## config.mk

```make
export PLATFORM = sky130hd
export DESIGN_NAME = player_position_tracker
export DESIGN_NICKNAME = d
export VERILOG_FILES = /design/src/rtl/tron_pkg.sv /design/src/rtl/axis_stepper.sv /design/src/rtl/player_position_tracker.sv
export SDC_FILE = /design/constraint.sdc
export NUM_CORES = 1
export LEC_CHECK = 0
export ABC_CLOCK_PERIOD_IN_PS = 4920
export BUFFER_PORTS_ARGS = -buffer_cell sky130_fd_sc_hd__buf_4
export CORE_MARGIN = 2
export CORE_UTILIZATION = 58
export CTS_BUF_LIST = sky130_fd_sc_hd__clkbuf_2 sky130_fd_sc_hd__clkbuf_4 sky130_fd_sc_hd__clkbuf_8
export DETAILED_ROUTE_END_ITERATION = 8
export PLACE_DENSITY = 0.82
export RECOVER_POWER = 100
export SLEW_MARGIN = 20
export SYNTH_ARGS = -nofsm -noshare
export SYNTH_HDL_FRONTEND = slang
export SYNTH_SLANG_ARGS = --single-unit
```

## constraint.sdc

```tcl
create_clock -name CLOCK_50 -period 4.92 [get_ports CLOCK_50]
set_clock_uncertainty 0.2 [all_clocks]
set_input_delay 0.738 -clock CLOCK_50 [delete_from_list [all_inputs] [get_ports CLOCK_50]]
set_output_delay 0.738 -clock CLOCK_50 [all_outputs]
set_load 0.05 [all_outputs]
```

## src/rtl/tron_pkg.sv

```systemverilog
// Shared TRON game types: heading encodings, tracker state, and edge-handling modes.
package tron_pkg;

  localparam logic [1:0] DIR_YP = 2'b00;
  localparam logic [1:0] DIR_XP = 2'b01;
  localparam logic [1:0] DIR_YM = 2'b10;
  localparam logic [1:0] DIR_XM = 2'b11;

  localparam int EDGE_WRAP = 0;
  localparam int EDGE_STOP = 1;

  typedef enum logic [1:0] {
    IDLE    = 2'd0,
    RUN     = 2'd1,
    CRASHED = 2'd2
  } state_t;

  // A heading is reversed by flipping the axis-sign bit.
  function automatic logic [1:0] reverse_of(input logic [1:0] d);
    return d ^ 2'b10;
  endfunction

endpackage

```

## src/rtl/axis_stepper.sv

```systemverilog
// One coordinate axis: computes the next cell for a +1/-1 move, wrapping or flagging the edge.
module axis_stepper
  import tron_pkg::*;
#(
  parameter int W         = 8,
  parameter int MAX       = 159,
  parameter int EDGE_MODE = EDGE_STOP
) (
  input  logic [W-1:0] cur,
  input  logic         inc,
  input  logic         dec,
  output logic [W-1:0] nxt,
  output logic         out_of_range
);

  localparam logic [W-1:0] MAX_V = W'(MAX);

  always_comb begin
    // NOTE: every output gets a default first so no path leaves it unassigned (no latch).
    nxt          = cur;
    out_of_range = 1'b0;
    if (inc) begin
      if (cur == MAX_V) begin
        if (EDGE_MODE == EDGE_STOP) out_of_range = 1'b1;
        else                        nxt = '0;
      end else begin
        nxt = cur + 1'b1;
      end
    end else if (dec) begin
      if (cur == '0) begin
        if (EDGE_MODE == EDGE_STOP) out_of_range = 1'b1;
        else                        nxt = MAX_V;
      end else begin
        nxt = cur - 1'b1;
      end
    end
  end

endmodule

```

## src/rtl/player_position_tracker.sv

```systemverilog
// TRON player head register: heading, (x,y) stepping per tick, reversal filter, crash latch.
// Define TRACKER_TRAIL_OUT_EN to add trail_we/trail_x/trail_y carrying the vacated cell.
module player_position_tracker
  import tron_pkg::*;
#(
  parameter int         X_W       = 8,
  parameter int         Y_W       = 7,
  parameter int         X_MAX     = 159,
  parameter int         Y_MAX     = 119,
  parameter int         X_INIT    = 40,
  parameter int         Y_INIT    = 60,
  parameter logic [1:0] DIR_INIT  = 2'b01,
  parameter int         EDGE_MODE = EDGE_STOP
) (
  input  logic           CLOCK_50,
  input  logic           reset,
  input  logic           start,
  input  logic           step_en,
  input  logic           dir_valid,
  input  logic [1:0]     dir_in,
  input  logic           hit,
  output logic [X_W-1:0] x,
  output logic [Y_W-1:0] y,
  output logic [1:0]     dir,
  output logic           moved,
  output logic           crashed,
  output logic           running
`ifdef TRACKER_TRAIL_OUT_EN
  ,
  output logic           trail_we,
  output logic [X_W-1:0] trail_x,
  output logic [Y_W-1:0] trail_y
`endif
);

  state_t         state;
  logic [1:0]     pending;
  logic           accept;
  logic [1:0]     eff;
  logic [X_W-1:0] x_nxt;
  logic [Y_W-1:0] y_nxt;
  logic           x_oor;
  logic           y_oor;

  // Reversal check is against the committed heading, so two quick turns can't sneak a U-turn.
  assign accept = dir_valid && (state != CRASHED) && (dir_in != reverse_of(dir));
  assign eff    = accept ? dir_in : pending;

  axis_stepper #(.W(X_W), .MAX(X_MAX), .EDGE_MODE(EDGE_MODE)) u_x_axis (
    .cur          (x),
    .inc          (eff == DIR_XP),
    .dec          (eff == DIR_XM),
    .nxt          (x_nxt),
    .out_of_range (x_oor)
  );

  axis_stepper #(.W(Y_W), .MAX(Y_MAX), .EDGE_MODE(EDGE_MODE)) u_y_axis (
    .cur          (y),
    .inc          (eff == DIR_YP),
    .dec          (eff == DIR_YM),
    .nxt          (y_nxt),
    .out_of_range (y_oor)
  );

  always_ff @(posedge CLOCK_50) begin
    // NOTE: sequential state uses non-blocking assignments so every register samples pre-edge values.
    if (reset) begin
      state    <= IDLE;
      x        <= X_W'(X_INIT);
      y        <= Y_W'(Y_INIT);
      dir      <= DIR_INIT;
      pending  <= DIR_INIT;
      moved    <= 1'b0;
      crashed  <= 1'b0;
      running  <= 1'b0;
`ifdef TRACKER_TRAIL_OUT_EN
      trail_we <= 1'b0;
      trail_x  <= '0;
      trail_y  <= '0;
`endif
    end else begin
      moved <= 1'b0;
`ifdef TRACKER_TRAIL_OUT_EN
      trail_we <= 1'b0;
`endif
      if (accept) pending <= dir_in;

      case (state)
        IDLE: begin
          if (start) begin
            state   <= RUN;
            running <= 1'b1;
          end
        end
        RUN: begin
          // A hit in the same tick beats the move.
          if (hit || (step_en && (x_oor || y_oor))) begin
            state   <= CRASHED;
            crashed <= 1'b1;
            running <= 1'b0;
          end else if (step_en) begin
            x     <= x_nxt;
            y     <= y_nxt;
            dir   <= eff;
            moved <= 1'b1;
`ifdef TRACKER_TRAIL_OUT_EN
            trail_we <= 1'b1;
            trail_x  <= x;
            trail_y  <= y;
`endif
          end
        end
        default: ;
      endcase
    end
  end

endmodule

```

==> results of run 1 <==
## layout by cell type (no fill, tap or decap), types with 2 or more instances in the layout
cell,instances
sky130_fd_sc_hd__a21o_1,3
sky130_fd_sc_hd__o21a_1,2
sky130_fd_sc_hd__clkbuf_1,21
sky130_fd_sc_hd__mux2_1,2
sky130_fd_sc_hd__a21oi_1,12
sky130_fd_sc_hd__nor4_1,2
sky130_fd_sc_hd__inv_1,6
sky130_fd_sc_hd__o211ai_1,7
sky130_fd_sc_hd__nor2b_1,4
sky130_fd_sc_hd__clkbuf_4,3
sky130_fd_sc_hd__o21bai_1,4
sky130_fd_sc_hd__nand2b_1,6
sky130_fd_sc_hd__or3_1,3
sky130_fd_sc_hd__ha_1,10
sky130_fd_sc_hd__o21ai_0,5
sky130_fd_sc_hd__nor2_1,20
sky130_fd_sc_hd__nand4_1,2
sky130_fd_sc_hd__xnor2_1,7
sky130_fd_sc_hd__buf_4,6
sky130_fd_sc_hd__xor2_1,7
sky130_fd_sc_hd__and2_1,2
sky130_fd_sc_hd__nand2_1,14
sky130_fd_sc_hd__nand3_1,6
sky130_fd_sc_hd__mux2i_1,9
sky130_fd_sc_hd__dfxtp_1,23
sky130_fd_sc_hd__nor3_1,4
sky130_fd_sc_hd__a211oi_1,3
sky130_fd_sc_hd__o22ai_1,3
## stage by stage
step	hold WS (ns)	total power, mW
after floorplan	0.3000	0.3336
after global placement	0.3029	0.3630
after detailed placement	0.3033	0.3705
after CTS	0.3189	0.4525
after global routing	0.3584	0.4703
final	0.3203	0.4407
## area by class of cell
cell class | instances | area [µm²] | area share
Tap cell | 31 | 38.79 | 0.02189
Clock inverter | 1 | 5.005 | 0.002825
Timing Repair Buffer | 27 | 123.9 | 0.06992
Sequential cell | 23 | 460.4 | 0.2599
Multi-Input combinational cell | 157 | 1099 | 0.6201
Inverter | 6 | 22.52 | 0.01271
Clock buffer | 3 | 22.52 | 0.01271
## synth_stat cells, types with 2 or more instances
| cell type | count |
|---|---|
| sky130_fd_sc_hd__dfxtp_1 | 23 |
| sky130_fd_sc_hd__nor2_1 | 20 |
| sky130_fd_sc_hd__nand2_1 | 14 |
| sky130_fd_sc_hd__a21oi_1 | 12 |
| sky130_fd_sc_hd__ha_1 | 10 |
| sky130_fd_sc_hd__mux2i_1 | 9 |
| sky130_fd_sc_hd__xnor2_1 | 7 |
| sky130_fd_sc_hd__xor2_1 | 7 |
| sky130_fd_sc_hd__inv_1 | 6 |
| sky130_fd_sc_hd__nand2b_1 | 6 |
| sky130_fd_sc_hd__nand3_1 | 6 |
| sky130_fd_sc_hd__o211ai_1 | 5 |
| sky130_fd_sc_hd__o21ai_0 | 5 |
| sky130_fd_sc_hd__clkbuf_1 | 4 |
| sky130_fd_sc_hd__nor2b_1 | 4 |
| sky130_fd_sc_hd__nor3_1 | 4 |
| sky130_fd_sc_hd__o21bai_1 | 4 |
| sky130_fd_sc_hd__a211oi_1 | 3 |
| sky130_fd_sc_hd__a21o_1 | 3 |
| sky130_fd_sc_hd__o22ai_1 | 3 |
| sky130_fd_sc_hd__and2_1 | 2 |
| sky130_fd_sc_hd__mux2_1 | 2 |
| sky130_fd_sc_hd__nand4_1 | 2 |
| sky130_fd_sc_hd__o211ai_2 | 2 |
| sky130_fd_sc_hd__o21a_1 | 2 |
| sky130_fd_sc_hd__or3_1 | 2 |
## layer usage
metal  part of all wire  vias to the layer above  track usage
li1                   -                      761            -
met1               0.46                      694       0.3253
met2               0.49                       30       0.4056
met3              0.030                       11      0.02948
met4              0.020                        0      0.09302
met5                  0                        -            0
## cells by family after synthesis
group	Yosys count	share of synthesized area
simple gates	70	0.2308
compound gates	51	0.2247
flops	23	0.2803
xor+xnor	14	0.07464
buf+inv	12	0.03274
mux	11	0.06855
fa+ha+maj	11	0.08835
## report_power, final
group          internal [mW]  switching (mW)
combinational         0.0593          0.0976
sequential             0.193         0.00793
clock                 0.0303          0.0527
total                  0.282           0.158
## worst min-delay path: stages, from the launching register on
cell	delay [ns]
sky130_fd_sc_hd__dfxtp_1	0.35
sky130_fd_sc_hd__nand3_1	0.07
sky130_fd_sc_hd__o41ai_1	0.06
## final timing paths
check               to  slack, ns  cells past startpoint
setup / recovery  x[7]       0.86                     12
setup reg to reg  x[7]       1.01                     11
hold reg to reg   x[6]       0.32                      2
hold / removal    x[6]       0.32                      2
## state kept, by name, indices dropped and copies added, names as in the netlist
signal	cells
y	7
crashed	1
dir	2
pending	2
x	8
state	2
moved	1
==> impl_summary.md, run 1 <==
Run status
The flow ran to the end, and the final reports show no timing, DRC or antenna violations.

Logic synthesis
The largest total area in the synthesized netlist belongs to sky130_fd_sc_hd__dfxtp_1. The fraction of registers with async set or reset after synthesis is 0. During synthesis, Yosys emitted a total of 0 warnings. The number of library cell types mapped by synthesis is 51. The count of mapped cells out of synthesis is between 150 and 200. The number of nets in the synthesized netlist is ~210. Of the post-synthesis cell area, the dominant cell type holds 0.2803. The mean post-synth cell area is 8.556 µm².

The most used flip-flop cell after synthesis is sky130_fd_sc_hd__dfxtp_1. The register bit count reported by yosys is 23. The post-synthesis sequential area ratio is 0.2803. Yosys attributes the largest share of cell area to sky130_fd_sc_hd__dfxtp_1, sky130_fd_sc_hd__ha_1, sky130_fd_sc_hd__mux2i_1.

The number of enable-type register cells in the synthesized netlist is 0. The mapped netlist covers about 1600 µm².

Global routing
The first global-routing pass estimated between 6000 and 7000 µm of wire. The pin count of the biggest net entering global routing is 21. For this run, the total global-route usage over all layers was measured as 0.2442. The initial antenna violation count is 0. The via count of the first global-routing pass is roughly 1400.

The remaining global-route overflow is 0.

Final layout
The count of placed standard cells in the final layout, fillers left out is 248. The final-layout fill cell count is 244. Of the cells placed in the final design, the portion with a size suffix greater than 1 is 0.06912. 0 antenna diodes ended up in the layout. After routing the design area is 1772 µm². The area growth from synthesis to layout is 7.845%. At the end of the flow the core is filled with cells to 0.6481. After the last flow step, the layout net total stands at 237.

Timing
Setup violations remaining at the end of the flow were counted as 0. The final max-slew violation count is 0. In this run the tightest slew margin relative to its limit is 0.6088. For this run, the top clock speed supported by timing is 0.2464 GHz. After layout, the worst setup slack is around 0.86 ns. The routed design could run at a clock period as short as between 4 and 5 ns. For the pin with the worst max-slew slack, the measured transition is 0.5842 ns. Setup repair after global routing left no endpoint under its margin. Dividing the final minimum period by the clock period gives 0.8248.

The post-route setup TNS is 0 ns. The final hold violation count is 0.

Floorplanning
For this design the top-level I/O count stands at 28. The number of core rows is 19. The floorplan step set the die height to 57.22 µm. From left edge to right edge, the die measures approximately 57 µm. The die covers 3274 µm². For this configuration, the core starts out at a cell density of 0.6009. The core area is around 2700 µm².

Critical path
The count of buffering cells on the critical path with inverters included is 2. STA classifies the critical path endpoint as a register. The data required time at the worst endpoint is approximately 5 ns. In this run the critical register-to-register path is launched from pending[1]. The most critical setup path has its startpoint at dir_in[1]. Walking the worst path, the cells encountered are clkbuf_1 > xnor2_1 > or3_1 > o211ai_1 > inv_1 > ha_1 > a21o_1 > a221oi_1 > o221ai_1 > o21a_1 > nor4_1 > mux2_1. By startpoint and endpoint, the worst setup path is classified as in -> reg.

The critical path's largest stage delay is ~0.47 ns. The type of element launching the critical path is an input pin. Of all nets on the critical path, the largest fanout is 7.

Data arrives at the worst endpoint at a little over 4 ns. The slowest stage of the critical path belongs to the cell sky130_fd_sc_hd__or3_1. On the critical path the largest part of the delay comes from compound AO/OA/AOI/OAI gates.

Placement
Routability-driven placement finished with a final weighted congestion of 0.8973. The number of placed instances, taps included, is approximately 240. The number of input and output port buffers inserted is 27. Detailed placement ended at an HPWL of 2946 µm. OpenSTA, run right after detailed placement, puts the worst setup slack at ~0.8 ns. In this run the cell area measured after placement is 1853 µm².

Flow run
Across the run, the number of max-cap violations was 0.

Route
The number of iterations in the first detailed-routing pass is 6. For this run, design rule violations remaining after detail routing come to 0. After the first detailed-routing iteration, the DRC count stood at 70.

In this run the remaining antenna-violating nets after routing total 0. In the final routed layout, each cell accounts on average for 14.87 µm. The detailed-route via count is approximately 1500. The detailed-route wire length is 3687 µm.

Using the TritonRoute via totals, the vias-per-cell ratio works out to between 6 and 7.

Clock network
The later pin in the worst-skew pair is clocked with a latency of 0.31 ns. The number of gates resized after CTS is 0. The longest clock path from root to sink contains 2 buffers.

In this run the number of H-tree levels came out at 1. The post-CTS setup buffer count is 0. The clock net in this run drives a total of 23 sinks.

The clock-pin slew on the worst setup and hold paths is 0.12 ns. The number of clock buffers added by TritonCTS is 3. The number of buffers added to fix hold violations after cts is 0.

CTS placed an instance of sky130_fd_sc_hd__clkbuf_4 at the clock tree root. TritonCTS built the clock tree.

Min path
The type of the tightest min-delay check is reg -> reg. The start point of the worst hold path is x[6].

Power
The cell area power density is 248.7 nW/µm². The analysis attributes to cell leakage a power of a little over 0.7 nW. The worst IR drop on VDD is 0.1784 mV.
Power figures use the tool's default switching activity.
==> run 2: changes to the inputs <==
--- a/config.mk
+++ b/config.mk
@@ -5,13 +5,13 @@
 export SDC_FILE = /design/constraint.sdc
 export NUM_CORES = 1
 export LEC_CHECK = 0
-export ABC_CLOCK_PERIOD_IN_PS = 4920
+export ABC_CLOCK_PERIOD_IN_PS = 3500
 export BUFFER_PORTS_ARGS = -buffer_cell sky130_fd_sc_hd__buf_4
 export CORE_MARGIN = 2
-export CORE_UTILIZATION = 58
+export CORE_UTILIZATION = 52
 export CTS_BUF_LIST = sky130_fd_sc_hd__clkbuf_2 sky130_fd_sc_hd__clkbuf_4 sky130_fd_sc_hd__clkbuf_8
 export DETAILED_ROUTE_END_ITERATION = 8
-export PLACE_DENSITY = 0.82
+export PLACE_DENSITY = 0.78
 export RECOVER_POWER = 100
 export SLEW_MARGIN = 20
 export SYNTH_ARGS = -nofsm -noshare
==> constraint.sdc (replaced) <==
create_clock -name CLOCK_50 -period 3.5 [get_ports CLOCK_50]
set_clock_uncertainty 0.2 [all_clocks]
set_input_delay 0.525 -clock CLOCK_50 [delete_from_list [all_inputs] [get_ports CLOCK_50]]
set_output_delay 0.525 -clock CLOCK_50 [all_outputs]
set_load 0.05 [all_outputs]
==> impl_summary.md, run 2 (same netlist as run 1, synthesis figures left out) <==
Placement
The detailed placement HPWL is 3181 µm. Timing analysis after detailed placement gives a worst setup slack of -0.07999 ns. At the end of routability-driven placement, the weighted congestion stood at a little over 0.9. The placed instances occupy a cell area of 1969 µm². The number of input and output port buffers inserted is 27.

Clock network
The root buffer cell is sky130_fd_sc_hd__clkbuf_4. In this run, CTS created clock tree buffers numbering 3. The post-CTS setup buffer count is 0. Once the clock tree was built, the resizer swapped 0 gates to a different size. The number of buffers added to fix hold violations after cts is 0. In this run the deepest clock path goes through 2 buffers.

The later pin in the worst-skew pair is clocked with a latency of 0.32 ns. The clock drives 23 sinks. The clock-pin slew on the worst setup and hold paths is 0.13 ns. TritonCTS built the clock tree. The maximum level of the CTS H-tree is 1.

Route
The number of iterations in the first detailed-routing pass is 4. In the routed layout, each cell is associated on average with a via count of 5.839. The detailed-route via count is 1594. The number of DRC violations after detailed-routing iteration 0 is 116. Dividing the detail-routed wire length by the instance count gives ~15 µm. After detailed routing, the number of remaining DRC violations is 0. Wires add up to 4079 µm. Once detail routing completed, the nets flagged for antenna violations numbered 0.

Global routing
The global-route layer with the greatest usage is met2. The total overflow left after global routing is 0. The via count of the first global-routing pass is 1521. Across every metal layer, demand over resource in global routing totals 0.2451.

The first global-routing pass estimated 6768 µm of wire. The routing usage on met3 is 0.03680. The pin count of the biggest net entering global routing is 21. For this run, global-route usage on met1 was measured as 0.2987. For this run, global-route usage on met2 was measured as 0.4410.

The initial antenna violation count is 0.

Timing
The number of failing setup endpoints in the final timing report is 0. The slew at the pin closest to its max-slew limit is just under 0.7 ns. The final max-slew violation count is 0.

Setup repair after global routing left no endpoint under its margin. The maximum clock frequency is 0.3056 GHz. The final hold violation count is 0. For the finished layout, the period the worst path requires is about 3.3 ns. The setup slack of the critical path after layout is about 0.23 ns. Headroom to the max-slew limit came out at 0.5510. The final worst hold slack is 0.2133 ns. The period utilization is 0.9348.

Power
The total power of the final layout is approximately 0.67 mW. The share of total power dissipated in the clock network is 0.193. The static leakage is 0.7846 nW.

Of the total power, the share spent switching nets is 0.3734. The share of total power dissipated in combinational logic is 0.385. The net load switching power is about 0.25 mW.

The cell area power density is 351.6 nW/µm². The internal power of the cells totals 0.4190 mW. The worst IR drop on VDD is 0.1687 mV. Of the total power, registers draw 0.422.

Final layout
The number of nets in the layout is 249. The total area of multi-input combinational cells is 1127 µm². Leaving out fill and tap cells, the most frequent cells in the layout are sky130_fd_sc_hd__clkbuf_1, sky130_fd_sc_hd__dfxtp_1, sky130_fd_sc_hd__nor2_1. After routing the design area is 1902 µm². Of the cells placed in the final design, the portion with a size suffix greater than 1 is 0.1354.

The library cell used most frequently in the layout, excluding fill and tap cells, is sky130_fd_sc_hd__clkbuf_1. The register with the most flip-flops is x. Fill cells in the final layout number about 280.

The register with the most flip-flops in the layout has 8 of them. Across the whole layout, storage elements account for 462.9 µm². In the final layout, the registers with the most flip-flops are x x8, y x7. The layout-stage area growth over the synthesis result is 15.77%. The number of antenna diodes is 0.

Floorplanning
The initial utilization of the core area, before any placement, comes to 0.5426. The die covers between 3000 and 4000 µm². 28 I/O pins were placed.

The floorplan has 20 rows. The die width is roughly 60 µm. The core area is 3028 µm². The vertical die dimension is 60.21 µm.

Critical path
At the worst endpoint, the required time is 3.56 ns. The type of element launching the critical path is a register. Along the worst path, the maximum fanout reaches 5. The depth of the most critical reg-to-reg path is 13. The kind of capture point of the worst setup path is a register. The setup path with the least slack is of type reg -> reg. The worst endpoint data arrival time is 3.33 ns.

Run status
The run finished with clean final reports.

Flow run
The number of violations of the max-capacitance limit is 0.

Min path
The number of cells on the worst hold path is 2. In this run the worst hold path is classified as in -> reg.
-- run 2: cell count changes in the layout (fill, tap and decap cells not counted), moves of 2 or more --
cell,change
sky130_fd_sc_hd__buf_4,+10
sky130_fd_sc_hd__clkbuf_1,+2
sky130_fd_sc_hd__dfxtp_1,-2
sky130_fd_sc_hd__dfxtp_2,+2
sky130_fd_sc_hd__o211ai_1,-2
sky130_fd_sc_hd__o211ai_2,+2
-- run 2: metal layers --
metal,part of all wire,wire (µm)
met5,0,0
met4,0.014,59
met3,0.042,170
met1,0.45,1853
met2,0.49,1995
-- run 2: critical path: stages, from the launching register on --
cell                       delay [ns]
sky130_fd_sc_hd__dfxtp_1         0.38
sky130_fd_sc_hd__xor2_1          0.19
sky130_fd_sc_hd__buf_4           0.15
sky130_fd_sc_hd__o211ai_2        0.19
sky130_fd_sc_hd__mux2i_1         0.29
sky130_fd_sc_hd__nand2_1         0.19
sky130_fd_sc_hd__fa_1            0.44
sky130_fd_sc_hd__a21o_1          0.19
sky130_fd_sc_hd__a21oi_2         0.19
sky130_fd_sc_hd__o21bai_1        0.08
sky130_fd_sc_hd__a21oi_1         0.18
sky130_fd_sc_hd__xor2_1          0.10
sky130_fd_sc_hd__or3_1           0.31
sky130_fd_sc_hd__a21oi_1         0.15
-- run 2: stage by stage --
step	TNS (ns)	util	std cells
after floorplan	0	-	192
after global placement	0	0.6504	269
after detailed placement	-0.1265	0.6504	269
after CTS	0	0.6595	273
after global routing	0	0.6281	273
final	0	0.6281	273
-- run 2: area by class of cell --
| cell class | count | share of cell area |
|---|---|---|
| clock buffers | 3 | 0.01184 |
| multi-input cells | 157 | 0.5928 |
| clock inverters | 1 | 0.002632 |
| inverters | 6 | 0.01184 |
| flip-flops and latches | 23 | 0.2434 |
| well taps | 44 | 0.02895 |
| repair buffers | 39 | 0.1086 |
-- run 2: path summary, 6_finish.rpt --
kind,to,start,slack [ns]
max,y[6],dir[0],0.23
min,state[0],hit,0.21
max reg2reg,y[6],dir[0],0.23
min reg2reg,crashed,crashed,0.34
-- run 2: power by group through the flow --
stage	Sequential (mW)	Combinational (mW)	Clock, mW
detailed placement	0.288	0.260	0
global placement	0.287	0.248	0
CTS	0.282	0.261	0.131
global route	0.284	0.279	0.144
finish	0.282	0.257	0.129
floorplan	0.310	0.162	0
==> run 3: changes to the inputs <==
--- a/config.mk
+++ b/config.mk
@@ -13,6 +13,7 @@
 export DETAILED_ROUTE_END_ITERATION = 8
 export PLACE_DENSITY = 0.78
 export RECOVER_POWER = 100
+export REMOVE_ABC_BUFFERS = 1
 export SLEW_MARGIN = 20
 export SYNTH_ARGS = -nofsm -noshare
 export SYNTH_HDL_FRONTEND = slang
==> impl_summary.md, run 3 (same netlist as run 1, synthesis figures left out) <==
Timing
The final critical delay including setup and external delays is 3.241 ns. Setup repair after global routing left no endpoint under its margin. The setup slack of the critical path after layout is approximately 0.26 ns. The maximum clock frequency is 0.3085 GHz. The period utilization is 0.9261.

The slew at the pin closest to its max-slew limit is 0.6648 ns. The final hold violation count came to 0. The post-route setup TNS is 0 ns. The final max-slew violation count is 0. In this run the tightest slew margin relative to its limit is 0.5568.

Setup violations remaining at the end of the flow were counted as 0.

Final layout
The number of nets in the layout is 253. The finished layout holds between 200 and 300 standard cells, fillers aside. The largest registers in the layout are x x8, y x7. x holds more flip-flops than any other register. Summing all multi-input logic gate instances after layout gives about 1100 µm².

The final core utilization is 0.6380. After filler insertion, the fill cell instance count of the layout stands at 295. Leaving out fill and tap cells, the most frequent cells in the layout are sky130_fd_sc_hd__dfxtp_1, sky130_fd_sc_hd__clkbuf_1, sky130_fd_sc_hd__nor2_1, sky130_fd_sc_hd__buf_4, sky130_fd_sc_hd__nand2_1. The register with the most flip-flops in the layout has 8 of them. The number of antenna diodes is 0. The sequential cells in the finished layout cover a total of 460.4 µm². In the final layout, the share of cells above drive strength 1 is 0.1416. The layout-stage area growth over the synthesis result is 17.59%.

Global routing
Summed over all layers, the global routing overflow is 0. The total track usage is 0.2434. The global-route wire length before repair is roughly 6700 µm. The initial antenna violation count is 0. Entering global routing, the biggest net connects 21 pins. The via count of the first global-routing pass was 1510.

Route
Summed over all layers, the routed wires come to about 3900 µm. The detail-routed net length per standard cell is 14.15 µm. The remaining routing DRC violations is 0. The routed layout has ~1600 vias.

In this run, the number of DRC markers left after iteration 0 of detailed routing was approximately 120. The count of nets left with antenna violations after detail routing is 0. The pre-antenna-repair detailed-routing pass consisted of 4 iterations. The per-cell via count in the routed design is 5.765.

Power
The worst IR drop on VDD is 0.2755 mV. Dividing total power by cell area gives a power density of 351.1 nW/µm². The static leakage is 0.8041 nW.

Clock network
The clock-pin slew on the worst setup and hold paths is about 0.13 ns. The number of gates resized after CTS is 0. The clock drives 23 sinks. The root buffer cell is sky130_fd_sc_hd__clkbuf_4. For the worst-skew pair, the clock arrives at the later sink with an insertion delay of 0.32 ns. In this run the number of H-tree levels came out at 1. Hold repair after CTS inserted 0 buffers. The post-CTS setup buffer count is 0. In this run the deepest clock path goes through 2 buffers.

The number of clock buffers added by TritonCTS is 3. The clock tree from TritonCTS is built.

Floorplanning
The core area is 3028 µm². The die footprint is 3625 µm². The initial standard-cell utilization of the core is 0.5426. During I/O placement, the number of pins put on the boundary was 28. In this run the horizontal extent of the chip is approximately 60 µm. The vertical die dimension is between 60 and 70 µm. The floorplan has 20 rows.

Critical path
The critical path is of the reg -> reg type. The maximum fanout count along the critical path is 5. The critical path goes through xor2_1 > or3_4 > o211ai_2 > inv_1 > ha_1 > a21o_1 > or4b_2 > o21ai_1 > nor4_4 > mux2_1.

At the worst endpoint, the required time is 3.53 ns. The critical path's largest stage delay is a little over 0.6 ns. The kind of capture point of the worst setup path is a register. The type of element launching the critical path is a register.

Data arrives at the worst endpoint at 3.27 ns. The cell type of the slowest stage on the worst timing path is sky130_fd_sc_hd__or4b_2.

Placement
The HPWL after detailed placement is 3088 µm. Once placement completed, the tool counted placed cells totaling 273. The congestion estimate from routability-driven global placement came to 0.8764. At the placement stage, the worst setup path has a slack of -0.07925 ns. The number of input and output port buffers inserted is 27.

Min path
The min-delay analysis places its worst path in the category in -> reg.

Flow run
The number of violations of the max-capacitance limit is 0.

Run status
The flow ran to the end, and the final reports show no timing, DRC or antenna violations.
==> run 3: cell count changes in the layout (fill, tap and decap cells not counted) <==
cell / before / now
sky130_fd_sc_hd__clkbuf_4: 3 / 4
sky130_fd_sc_hd__dfxtp_2: 2 / 0
sky130_fd_sc_hd__buf_4: 16 / 20
sky130_fd_sc_hd__clkinv_2: 1 / 0
sky130_fd_sc_hd__dfxtp_1: 21 / 23
==> run 3: worst max-delay path, delay by kind of cell, from the launching register on <==
family | cells | cell delay [ns]
flops | 1 | 0.37
compound gates | 3 | 0.57
mux | 1 | 0.32
xor+xnor | 1 | 0.19
fa+ha+maj | 1 | 0.31
buf+inv | 1 | 0.14
simple gates | 3 | 1.06
==> run 3: layer usage <==
| layer | vias to the layer above | routed length [µm] | GRT usage |
|---|---|---|---|
| li1 | 790 | - | - |
| met1 | 764 | 1819 | 0.3041 |
| met2 | 36 | 1893 | 0.4193 |
| met3 | 7 | 144 | 0.04113 |
| met4 | 0 | 61 | 0.08254 |
| met5 | - | 0 | 0 |
==> run 3: final cells by class <==
class                           instances  area share
Clock buffer                            4     0.01554
Tap cell                               44     0.02850
Inverter                                6     0.01166
Sequential cell                        23      0.2383
Multi-Input combinational cell        157      0.5835
Timing Repair Buffer                   43      0.1224
==> run 3: stage by stage <==
stage	total power [mW]	instance area (µm²)	hold WS, ns
finish	0.6782	1932	0.2252
global route	0.7166	1932	0.2295
CTS	0.6847	2019	0.2150
detailed placement	0.5484	1989	0.3214
global placement	0.5361	1989	0.3002
floorplan	0.4641	1612	0.2948
==> run 3: power breakdown <==
part | switching, mW | total (mW) | internal [mW]
Clock | 0.0832 | 0.136 | 0.0524
Combinational | 0.152 | 0.261 | 0.109
Sequential | 0.0108 | 0.282 | 0.271
==> run 3: worst paths after layout <==
kind	start	slack, ns	end	cells after the start
setup / recovery	dir[0]	0.26	x[7]	10
hold / removal	hit	0.23	state[0]	2
setup reg to reg	dir[0]	0.26	x[7]	10
hold reg to reg	crashed	0.34	crashed	2
